===== src/rtl/vote_pkg.sv =====
// -----------------------------------------------------------------------------
// vote_pkg
// Shared types and helpers for the voting blocks.
//   vote_state_t  : session FSM states (IDLE, VOTING, RESULT)
//   f_popcount_w  : width needed to hold a popcount of n bits, $clog2(n+1)
// -----------------------------------------------------------------------------
package vote_pkg;

    typedef enum logic [1:0] {
        IDLE   = 2'd0,
        VOTING = 2'd1,
        RESULT = 2'd2
    } vote_state_t;

    function automatic int f_popcount_w(input int n);
        return $clog2(n + 1);
    endfunction

endpackage


===== src/rtl/vote_popcount.sv =====
// -----------------------------------------------------------------------------
// vote_popcount
// Combinational population count of an N_VOTERS-bit vector, built as a
// balanced binary adder tree over a power-of-two number of leaves.
// Ports:
//   bits   in   N_VOTERS                 vector to count
//   count  out  f_popcount_w(N_VOTERS)   number of set bits, zero-extended
// -----------------------------------------------------------------------------
module vote_popcount
    import vote_pkg::*;
#(
    parameter int N_VOTERS = 3
) (
    input  logic [N_VOTERS-1:0]               bits,
    output logic [f_popcount_w(N_VOTERS)-1:0] count
);

    localparam int          CNT_W  = f_popcount_w(N_VOTERS);
    localparam int unsigned LEAVES = 1 << $clog2(N_VOTERS);

    // Heap-ordered tree: node 0 is the root, leaves live at LEAVES-1 upward,
    // children of node j are 2j+1 and 2j+2. Unused leaves stay zero.
    always_comb begin : tree
        logic [CNT_W-1:0] node [2*LEAVES-1];
        for (int unsigned i = 0; i < 2*LEAVES-1; i++) begin
            node[i] = '0;
        end
        for (int unsigned i = 0; i < N_VOTERS; i++) begin
            node[LEAVES-1+i] = CNT_W'(bits[i]);
        end
        for (int unsigned i = LEAVES-1; i > 0; i--) begin
            node[i-1] = node[2*i-1] + node[2*i];
        end
        count = node[0];
    end

endmodule


===== src/rtl/vote_judge_seq.sv =====
// -----------------------------------------------------------------------------
// vote_judge_seq
// Clocked voting-session judge: sticky ballots collected over a fixed window,
// result latched and held, abortable at any time while busy.
// Optional build macro: VOTE_EARLY_DECIDE_EN -- ends the window as soon as the
// pass threshold is reached or every voter has voted.
// Ports:
//   clk    in   1         system clock (rising edge)
//   rst_n  in   1         asynchronous active-low reset
//   start  in   1         session request, honoured only in IDLE
//   abort  in   1         cancel current session, clears results
//   VOTES  in   N_VOTERS  live per-voter yes lines
//   busy   out  1         session in VOTING or RESULT
//   done   out  1         single-cycle pulse on first RESULT cycle
//   X      out  1         motion passed (COUNT >= THRESH)
//   Y      out  1         no votes cast
//   COUNT  out  CNT_W     popcount of the final ballot
//   voted  out  N_VOTERS  sticky ballot register
// -----------------------------------------------------------------------------
module vote_judge_seq
    import vote_pkg::*;
#(
    parameter int N_VOTERS   = 3,
    parameter int THRESH     = 2,
    parameter int WINDOW_CYC = 16,
    parameter int HOLD_CYC   = 8
) (
    input  logic                              clk,
    input  logic                              rst_n,
    input  logic                              start,
    input  logic                              abort,
    input  logic [N_VOTERS-1:0]               VOTES,
    output logic                              busy,
    output logic                              done,
    output logic                              X,
    output logic                              Y,
    output logic [f_popcount_w(N_VOTERS)-1:0] COUNT,
    output logic [N_VOTERS-1:0]               voted
);

    localparam int CNT_W  = f_popcount_w(N_VOTERS);
    localparam int WIN_W  = (WINDOW_CYC > 1) ? $clog2(WINDOW_CYC) : 1;
    localparam int HOLD_W = (HOLD_CYC > 1) ? $clog2(HOLD_CYC) : 1;

    localparam logic [WIN_W-1:0]  WIN_LOAD  = WIN_W'(WINDOW_CYC - 1);
    localparam logic [HOLD_W-1:0] HOLD_LOAD = HOLD_W'(HOLD_CYC - 1);
    localparam logic [CNT_W-1:0]  THRESH_C  = CNT_W'(THRESH);

    // Elaboration-time parameter sanity checks
    if (N_VOTERS < 1 || N_VOTERS > 32) begin : g_bad_n
        $error("vote_judge_seq: N_VOTERS must be in 1..32");
    end
    if (THRESH < 1 || THRESH > N_VOTERS) begin : g_bad_thresh
        $error("vote_judge_seq: THRESH must be in 1..N_VOTERS");
    end
    if (WINDOW_CYC < 1) begin : g_bad_window
        $error("vote_judge_seq: WINDOW_CYC must be >= 1");
    end
    if (HOLD_CYC < 1) begin : g_bad_hold
        $error("vote_judge_seq: HOLD_CYC must be >= 1");
    end

    vote_state_t         state;
    vote_state_t         state_nxt;
    logic [WIN_W-1:0]    win_cnt;
    logic [HOLD_W-1:0]   hold_cnt;
    logic [N_VOTERS-1:0] ballot_now;
    logic [CNT_W-1:0]    pop_now;
    logic                decide;
    logic                accept;
    logic                kill;
    logic                latch;

    // The ballot including this cycle's votes, so the last window cycle counts.
    assign ballot_now = voted | VOTES;

    vote_popcount #(
        .N_VOTERS (N_VOTERS)
    ) u_popcount (
        .bits  (ballot_now),
        .count (pop_now)
    );

`ifdef VOTE_EARLY_DECIDE_EN
    assign decide = (win_cnt == '0) || (pop_now >= THRESH_C) || (&ballot_now);
`else
    assign decide = (win_cnt == '0);
`endif

    assign busy = (state != IDLE);

    // -------------------------------------------------------------------------
    // FSM: state register
    // -------------------------------------------------------------------------
    always_ff @(posedge clk or negedge rst_n) begin
        if (!rst_n) begin
            state <= IDLE;
        end else begin
            state <= state_nxt;
        end
    end

    // -------------------------------------------------------------------------
    // FSM: next state and datapath strobes (abort wins over everything)
    // -------------------------------------------------------------------------
    always_comb begin
        state_nxt = state;
        accept    = 1'b0;
        kill      = 1'b0;
        latch     = 1'b0;
        unique case (state)
            IDLE: begin
                if (start && !abort) begin
                    accept    = 1'b1;
                    state_nxt = VOTING;
                end
            end
            VOTING: begin
                if (abort) begin
                    kill      = 1'b1;
                    state_nxt = IDLE;
                end else if (decide) begin
                    latch     = 1'b1;
                    state_nxt = RESULT;
                end
            end
            RESULT: begin
                if (abort) begin
                    kill      = 1'b1;
                    state_nxt = IDLE;
                end else if (hold_cnt == '0) begin
                    state_nxt = IDLE;
                end
            end
            default: state_nxt = IDLE;
        endcase
    end

    // -------------------------------------------------------------------------
    // Window / hold counters
    // -------------------------------------------------------------------------
    always_ff @(posedge clk or negedge rst_n) begin
        if (!rst_n) begin
            win_cnt  <= '0;
            hold_cnt <= '0;
        end else begin
            if (accept) begin
                win_cnt <= WIN_LOAD;
            end else if (kill || latch) begin
                win_cnt <= '0;
            end else if (state == VOTING) begin
                win_cnt <= win_cnt - 1'b1;
            end

            if (latch) begin
                hold_cnt <= HOLD_LOAD;
            end else if (kill) begin
                hold_cnt <= '0;
            end else if (state == RESULT && hold_cnt != '0) begin
                hold_cnt <= hold_cnt - 1'b1;
            end
        end
    end

    // -------------------------------------------------------------------------
    // Ballot and result registers; results persist until start/abort/reset
    // -------------------------------------------------------------------------
    always_ff @(posedge clk or negedge rst_n) begin
        if (!rst_n) begin
            voted <= '0;
            X     <= 1'b0;
            Y     <= 1'b0;
            COUNT <= '0;
            done  <= 1'b0;
        end else begin
            done <= latch;
            if (accept || kill) begin
                voted <= '0;
                X     <= 1'b0;
                Y     <= 1'b0;
                COUNT <= '0;
            end else begin
                if (state == VOTING) begin
                    voted <= ballot_now;
                end
                if (latch) begin
                    X     <= (pop_now >= THRESH_C);
                    Y     <= (pop_now == '0);
                    COUNT <= pop_now;
                end
            end
        end
    end

endmodule


===== config.mk =====
export PLATFORM = sky130hd
export DESIGN_NAME = vote_judge_seq
export DESIGN_NICKNAME = d
export VERILOG_FILES = /design/src/rtl/vote_pkg.sv /design/src/rtl/vote_popcount.sv /design/src/rtl/vote_judge_seq.sv
export SDC_FILE = /design/constraint.sdc
export NUM_CORES = 1
export LEC_CHECK = 0
export ABC_CLOCK_PERIOD_IN_PS = 4370
export BUFFER_PORTS_ARGS = -buffer_cell sky130_fd_sc_hd__buf_2
export CAP_MARGIN = 20
export CORE_MARGIN = 4
export CORE_UTILIZATION = 57
export CTS_CLUSTER_DIAMETER = 100
export DETAILED_ROUTE_END_ITERATION = 6
export PLACE_DENSITY = 0.81
export SLEW_MARGIN = 20
export SYNTH_ARGS = -nofsm -noshare
export SYNTH_HDL_FRONTEND = slang
export SYNTH_SLANG_ARGS = --single-unit
export TNS_END_PERCENT = 1

===== constraint.sdc =====
create_clock -name clk -period 4.37 [get_ports clk]
set_clock_uncertainty 0.2 [all_clocks]
set_input_delay 0.874 -clock clk [delete_from_list [all_inputs] [get_ports clk]]
set_output_delay 0.874 -clock clk [all_outputs]
set_load 0.05 [all_outputs]

==> impl_metrics.yaml, run 1 <==
run_status:
  status: "finished, final reports clean"
logic_synthesis:
  syn-cell-area_um2: 901
  syn_nets: 102
  synth_flop_cell: "dfrtp_1"
  synth.avg_cell_area_um2: 10.2
  synth_seq_cells: 16
  netlist_instances: 88
  synth-edff-count: 0
  async_reset_ff_share_pct: 100
  ys_types: 29
  yosysWarnings: 0
  seq_area_frac_synth_pct: 44.4
power:
  irDropWorstVdd_mv: 0.383
  power.leakage_nw: 0.515
  power_density_mw_per_mm2: 644
global_routing:
  met2_usage_pct: 31.4
  grt_use_met1_pct: 18.4
  busiest_layer: "met2"
  grt_max_degree: 17
  track_usage_pct: 17.1
  antenna_found_initial: 0
  grt_overflow: 0
  use_met3_pct: 3.38
  grt_pass1_wl_um: 2690
  grt_pass1_vias: 701
clock_tree:
  cts_tree: "yes"
  htreeDepth: 1
  clkLatencyLatePin_ns: 0.28
  cts_setup_buffers: 0
  cts-root-buf: "clkbuf_4"
  ctsResizeCount: 0
  path_clk_slew_ns: 0.09
  clockBufferDepth: 2
  holdBufCountCts: 0
  cts_buffers: 3
  cts_sinks: 16
timing:
  fmax_mhz: 421
  finalHoldViolCount: 0
  timing.setup.tns_ns: 0
  holdWs_ns: 0.286
  rsz0062_at_grt: "false"
  slew_headroom_pct: 71.3
  finalMaxSlewViolations: 0
  setup_violations: 0
  fin_crit_ns: 2.38
  worstMarginPinSlew_ns: 0.430
  fin_crit_sh_pct: 54.4
drt:
  drtIter0Drc: 9
  via_per_inst: 5.64
  drc: 0
  drtAntennaViolNets: 0
  wl_per_cell_um: 13.4
  routed_wl_um: 1610
  route.vias.total: 677
  drtPass1Iterations: 3
cells_and_area:
  layout_commonest_cell: "dfrtp_1"
  utilization_pct: 66.5
  area_growth_pct: 11.2
  nNetsFinal: 119
  fin_cells: 120
  diodes: 0
  drive_above_1_share_pct: 24.0
  mostFrequentLayoutCells: "dfrtp_1, buf_2, o21ai_0, inv_1, nand2_1"
  num-fill-cells: 119
floorplanning:
  core_area_mm2: 0.00151
  die_h_um: 47.8
  start_util_pct: 59.8
  die_w_um: 47.8
  ios: 16
  die_area_mm2: 0.00228
  num_rows: 14
critical_path:
  cp.arrival_ns: 1.30
  critPathLaunch: "state[0]"
  worstPathMaxFanout: 3
  cp-end-kind: "primary output"
  crit_slowest_cell: "dfrtp_1"
  critPathKind: "register to primary output"
  cpLargestDelayFamily: "buffers and inverters"
  cp.required_ns: 3.30
  reg2reg_from: "state[1]"
  path_buf_inv: 3
  crit_chain: "inv_1 > ha_1 > inv_1 > buf_2"
  cp-start-kind: "register"
  cpPeakStageDelay_ns: 0.38
  crit_top_cell: "inv_1"
placed_design:
  place_congestion: 0.797
  dp_hpwl_um: 1290
  io_buffers: 15
  dp.cells: 116
hold_path:
  hp-class: "input port to async pin"
flow_run:
  maxCapViolCount: 0
stage by stage:
step	area [um2]	power, mW	worst slack, ns
detailed placement	966	0.553	2.14
global placement	966	0.538	2.18
floorplan	901	0.489	2.33
CTS	1000	0.654	1.99
global route	1000	0.698	1.92
finish	1000	0.646	1.99
path summary, 6_finish.rpt:
kind / end / slack, ns / cells after the start
max reg2reg: win_cnt[3] / 2.29 / 6
max in group asynchronous: X / 3.42 / 1
min: win_cnt[0] / 0.29 / 1
max: busy / 1.99 / 4
min reg2reg: state[0] / 0.32 / 1
min in group clk: state[0] / 0.32 / 1
power by group:
part | total (mW) | internal [mW] | leakage, nW | switching (mW)
clock network | 0.0970 | 0.0507 | 0.0210 | 0.0462
logic | 0.316 | 0.110 | 0.287 | 0.206
registers | 0.233 | 0.198 | 0.207 | 0.0349
total | 0.646 | 0.358 | 0.515 | 0.287
area by class of cell:
class,instances,area (um2),share of cell area [%]
Sequential cell,16,400,40.0
Tap cell,16,20.0,2.00
Multi-Input combinational cell,60,424,42.3
Timing Repair Buffer,15,75.1,7.49
Clock buffer,4,36.3,3.62
Inverter,9,46.3,4.62
routing by layer:
layer  vias to the layer above  share of wire (%)
li1                        324                  -
met1                       331                 42
met2                        18                 52
met3                         4                4.5
met4                         0                1.3
met5                         -                  0
synth_stat cells (2+ instances only):
library cell  instances  share of area, %
dfrtp_1              16                44
o21ai_0              10               5.6
inv_1                 8               3.3
nand2_1               8               3.3
a21oi_1               6               3.3
ha_1                  6               8.3
nor2_1                6               2.5
nand2b_1              3               2.1
xnor2_1               3               2.9
buf_6                 2               2.5
xor2_1                2               1.9
registers in the layout, indices dropped and copies added (netlist names):
register	count
X	1
state	2
COUNT	1
voted	3
win_cnt	4
Y	1
hold_cnt	3
done	1
kinds of logic (layout without fill, tap and decap cells):
logic type	after synthesis	after routing	share of synthesized area (%)
buffers and inverters	12	28	8.47
AND/OR/NAND/NOR	26	26	16.9
multiplexers	1	1	1.11
AO/OA/AOI/OAI	21	21	13.6
flip-flops	16	16	44.4
adder cells (fa/ha/maj)	7	7	10.6
XOR/XNOR	5	5	4.86
(Power assumes the default switching activity.)
==> run 2: changes to the inputs <==
--- a/config.mk
+++ b/config.mk
@@ -5,14 +5,15 @@
 export SDC_FILE = /design/constraint.sdc
 export NUM_CORES = 1
 export LEC_CHECK = 0
-export ABC_CLOCK_PERIOD_IN_PS = 4370
+export ABC_AREA = 1
+export ABC_CLOCK_PERIOD_IN_PS = 2400
 export BUFFER_PORTS_ARGS = -buffer_cell sky130_fd_sc_hd__buf_2
 export CAP_MARGIN = 20
 export CORE_MARGIN = 4
-export CORE_UTILIZATION = 57
+export CORE_UTILIZATION = 54
 export CTS_CLUSTER_DIAMETER = 100
 export DETAILED_ROUTE_END_ITERATION = 6
-export PLACE_DENSITY = 0.81
+export PLACE_DENSITY = 0.77
 export SLEW_MARGIN = 20
 export SYNTH_ARGS = -nofsm -noshare
 export SYNTH_HDL_FRONTEND = slang
==> constraint.sdc (replaced) <==
create_clock -name clk -period 2.4 [get_ports clk]
set_clock_uncertainty 0.2 [all_clocks]
set_input_delay 0.48 -clock clk [delete_from_list [all_inputs] [get_ports clk]]
set_output_delay 0.48 -clock clk [all_outputs]
set_load 0.05 [all_outputs]
==> run 2 against run 1 <==
  * Clock power increased by 88%
  * Sequential power is 92% higher
  * Area after synthesis rose by 7.4%
  * Sequential cell count is the same
  * Highest routed layer unchanged
==> impl_metrics.yaml, run 2 <==
critical_path:
  cp.arrival_ns: 1.33
  critPathKind: "register to primary output"
  crit_top_cell: "inv_1"
  worstPathMaxFanout: 4
  cp-start-kind: "register"
  cpPeakStageDelay_ns: 0.38
  crit_chain: "inv_1 > ha_1 > inv_1 > buf_2"
  r2r_end: "hold_cnt[2]"
  cp-end-kind: "primary output"
  worstRegToRegCells: 8
  path_buf_inv: 3
  crit_slowest_cell: "dfrtp_1"
  cp.required_ns: 1.72
  r2r_slack_ns: 0.71
  cpLargestDelayFamily: "buffers and inverters"
  reg2reg_from: "state[0]"
logic_synthesis:
  seq_area_frac_synth_pct: 41.4
  async_reset_ff_share_pct: 100
  yosys.area.top_type: "dfrtp_1"
  yosysWarnings: 0
  synthTopCellsByCount: "nand2_1, dfrtp_1, inv_1"
  yosysMostFrequentCell: "nand2_1"
  syn_nets: 128
  synth_seq_cells: 16
  netlist_instances: 114
  synth.avg_cell_area_um2: 8.48
  synth_top_area_share_pct: 41.4
  ys_types: 20
  synth-edff-count: 0
  synth_flop_cell: "dfrtp_1"
  syn-cell-area_um2: 967
  ys_top_cells_by_area: "dfrtp_1, nand2_1, ha_1"
timing:
  finalHoldViolCount: 0
  fin_crit_ns: 2.01
  rsz0062_at_grt: "false"
  fmax_mhz: 497
  holdWs_ns: 0.261
  worst_slack_ns: 0.389
  setup_violations: 0
  slew_headroom_pct: 75.1
  finalMaxSlewViolations: 0
  fin_crit_sh_pct: 83.8
  worstMarginPinSlew_ns: 0.373
  timing.setup.tns_ns: 0
placed_design:
  io_buffers: 15
  post-place-ws_ns: 0.718
  place_congestion: 0.736
  dp.cells: 153
  dp_hpwl_um: 1360
drt:
  drtIter0Drc: 13
  drtPass1Iterations: 4
  route.vias.total: 767
  wl_per_cell_um: 11.0
  via_per_inst: 4.85
  drc: 0
  routed_wl_um: 1740
  drtAntennaViolNets: 0
run_status:
  status: "finished, final reports clean"
power:
  power.leakage_nw: 0.643
  fin_total_pwr_mw: 1.53
  power_density_mw_per_mm2: 1370
  irDropWorstVdd_mv: 0.786
cells_and_area:
  layout_commonest_cell: "nand2_1"
  multi_input_area_um2: 492
  nNetsFinal: 148
  fin_cells: 158
  regMostFlops: "win_cnt"
  seq_area_um2: 400
  diodes: 0
  num-fill-cells: 157
  mostFrequentLayoutCells: "nand2_1, dfrtp_1, inv_1, buf_2, nand3_1"
  area_growth_pct: 15.0
  drive_above_1_share_pct: 25.6
  largest_register_ffs: 4
  reg_top3: "win_cnt x4, hold_cnt x3, voted x3"
clock_tree:
  cts_buffers: 3
  clkLatencyLatePin_ns: 0.29
  path_clk_slew_ns: 0.10
  cts_sinks: 16
  cts-root-buf: "clkbuf_4"
  clockBufferDepth: 2
  htreeDepth: 1
  cts_tree: "yes"
hold_path:
  min_from: "VOTES[0]"
  worst_hold_path.num_cells: 3
  whs_endpoint: "voted[0]"
  hp-class: "input port to register"
floorplanning:
  die_area_mm2: 0.00253
  core_area_mm2: 0.00171
  ios: 16
  die_w_um: 50.3
  die_h_um: 50.3
  num_rows: 15
  start_util_pct: 56.6
global_routing:
  grt_max_degree: 17
  track_usage_pct: 16.7
  grt_pass1_wl_um: 3240
  grt_pass1_vias: 791
  grt_overflow: 0
  antenna_found_initial: 0
flow_run:
  maxCapViolCount: 0
-- run 2: power by group --
part / internal [mW] / switching [mW] / total, mW
clock: 0.0925 / 0.0892 / 0.182
combinational: 0.284 / 0.613 / 0.897
sequential: 0.374 / 0.0742 / 0.448
-- run 2: metrics by stage --
step | utilization, % | instance area (um2)
floorplan | - | 967
global placement | 62.4 | 1070
detailed placement | 62.4 | 1070
CTS | 65.1 | 1110
global route | 65.1 | 1110
finish | 65.1 | 1110
-- run 2: repair_timing --
item                      4_1_cts  5_1_grt
hold endpoints to repair       16        0
hold buffers                    1        0
resized for setup               0        0
setup buffers                   0        0
-- run 2: worst reg2reg max path, stage by stage (launching register included) --
cell and delay, ns:
dfrtp_1 0.38, inv_1 0.07, ha_1 0.29, nand2_1 0.19
inv_1 0.14, nor2_2 0.16, nand2_1 0.07, nand2_1 0.06
nand2_1 0.04
-- run 2: layout make-up --
| cell class | instances | share of cell area, % |
|---|---|---|
| multi-input cells | 79 | 44.2 |
| clock buffers | 4 | 3.26 |
| well taps | 25 | 2.81 |
| flip-flops and latches | 16 | 36.0 |
| repair buffers | 16 | 7.65 |
| inverters | 18 | 6.07 |
-- run 2: per-layer routing --
metal / vias to the layer above / global-route usage (%) / part of all wire, %
met1: 355 / 20.0 / 47
met5: - / 0 / 0
met2: 13 / 28.7 / 49
met3: 4 / 3.56 / 2.9
li1: 395 / - / -
met4: 0 / 6.73 / 1.8
-- run 2: how the worst max path moves through the flow --
stage / from / depth (start not counted) / endpoint
4_1_cts: state[0] / 4 / busy
3_5_place_dp: state[0] / 8 / hold_cnt[2]
3_3_place_gp: state[0] / 8 / hold_cnt[2]
5_1_grt: state[0] / 4 / busy
6_report: state[0] / 4 / busy
2_1_floorplan: voted[0] / 4 / Y
-- run 2: cells by family (layout without fill, tap and decap cells) --
kind of cell,Yosys count,count (layout),synth area share [%]
AO/OA/AOI/OAI,10,10,6.73
adder cells (fa/ha/maj),7,7,9.83
buffers and inverters,19,38,7.76
XOR/XNOR,2,2,1.81
AND/OR/NAND/NOR,60,60,32.5
flip-flops,16,16,41.4
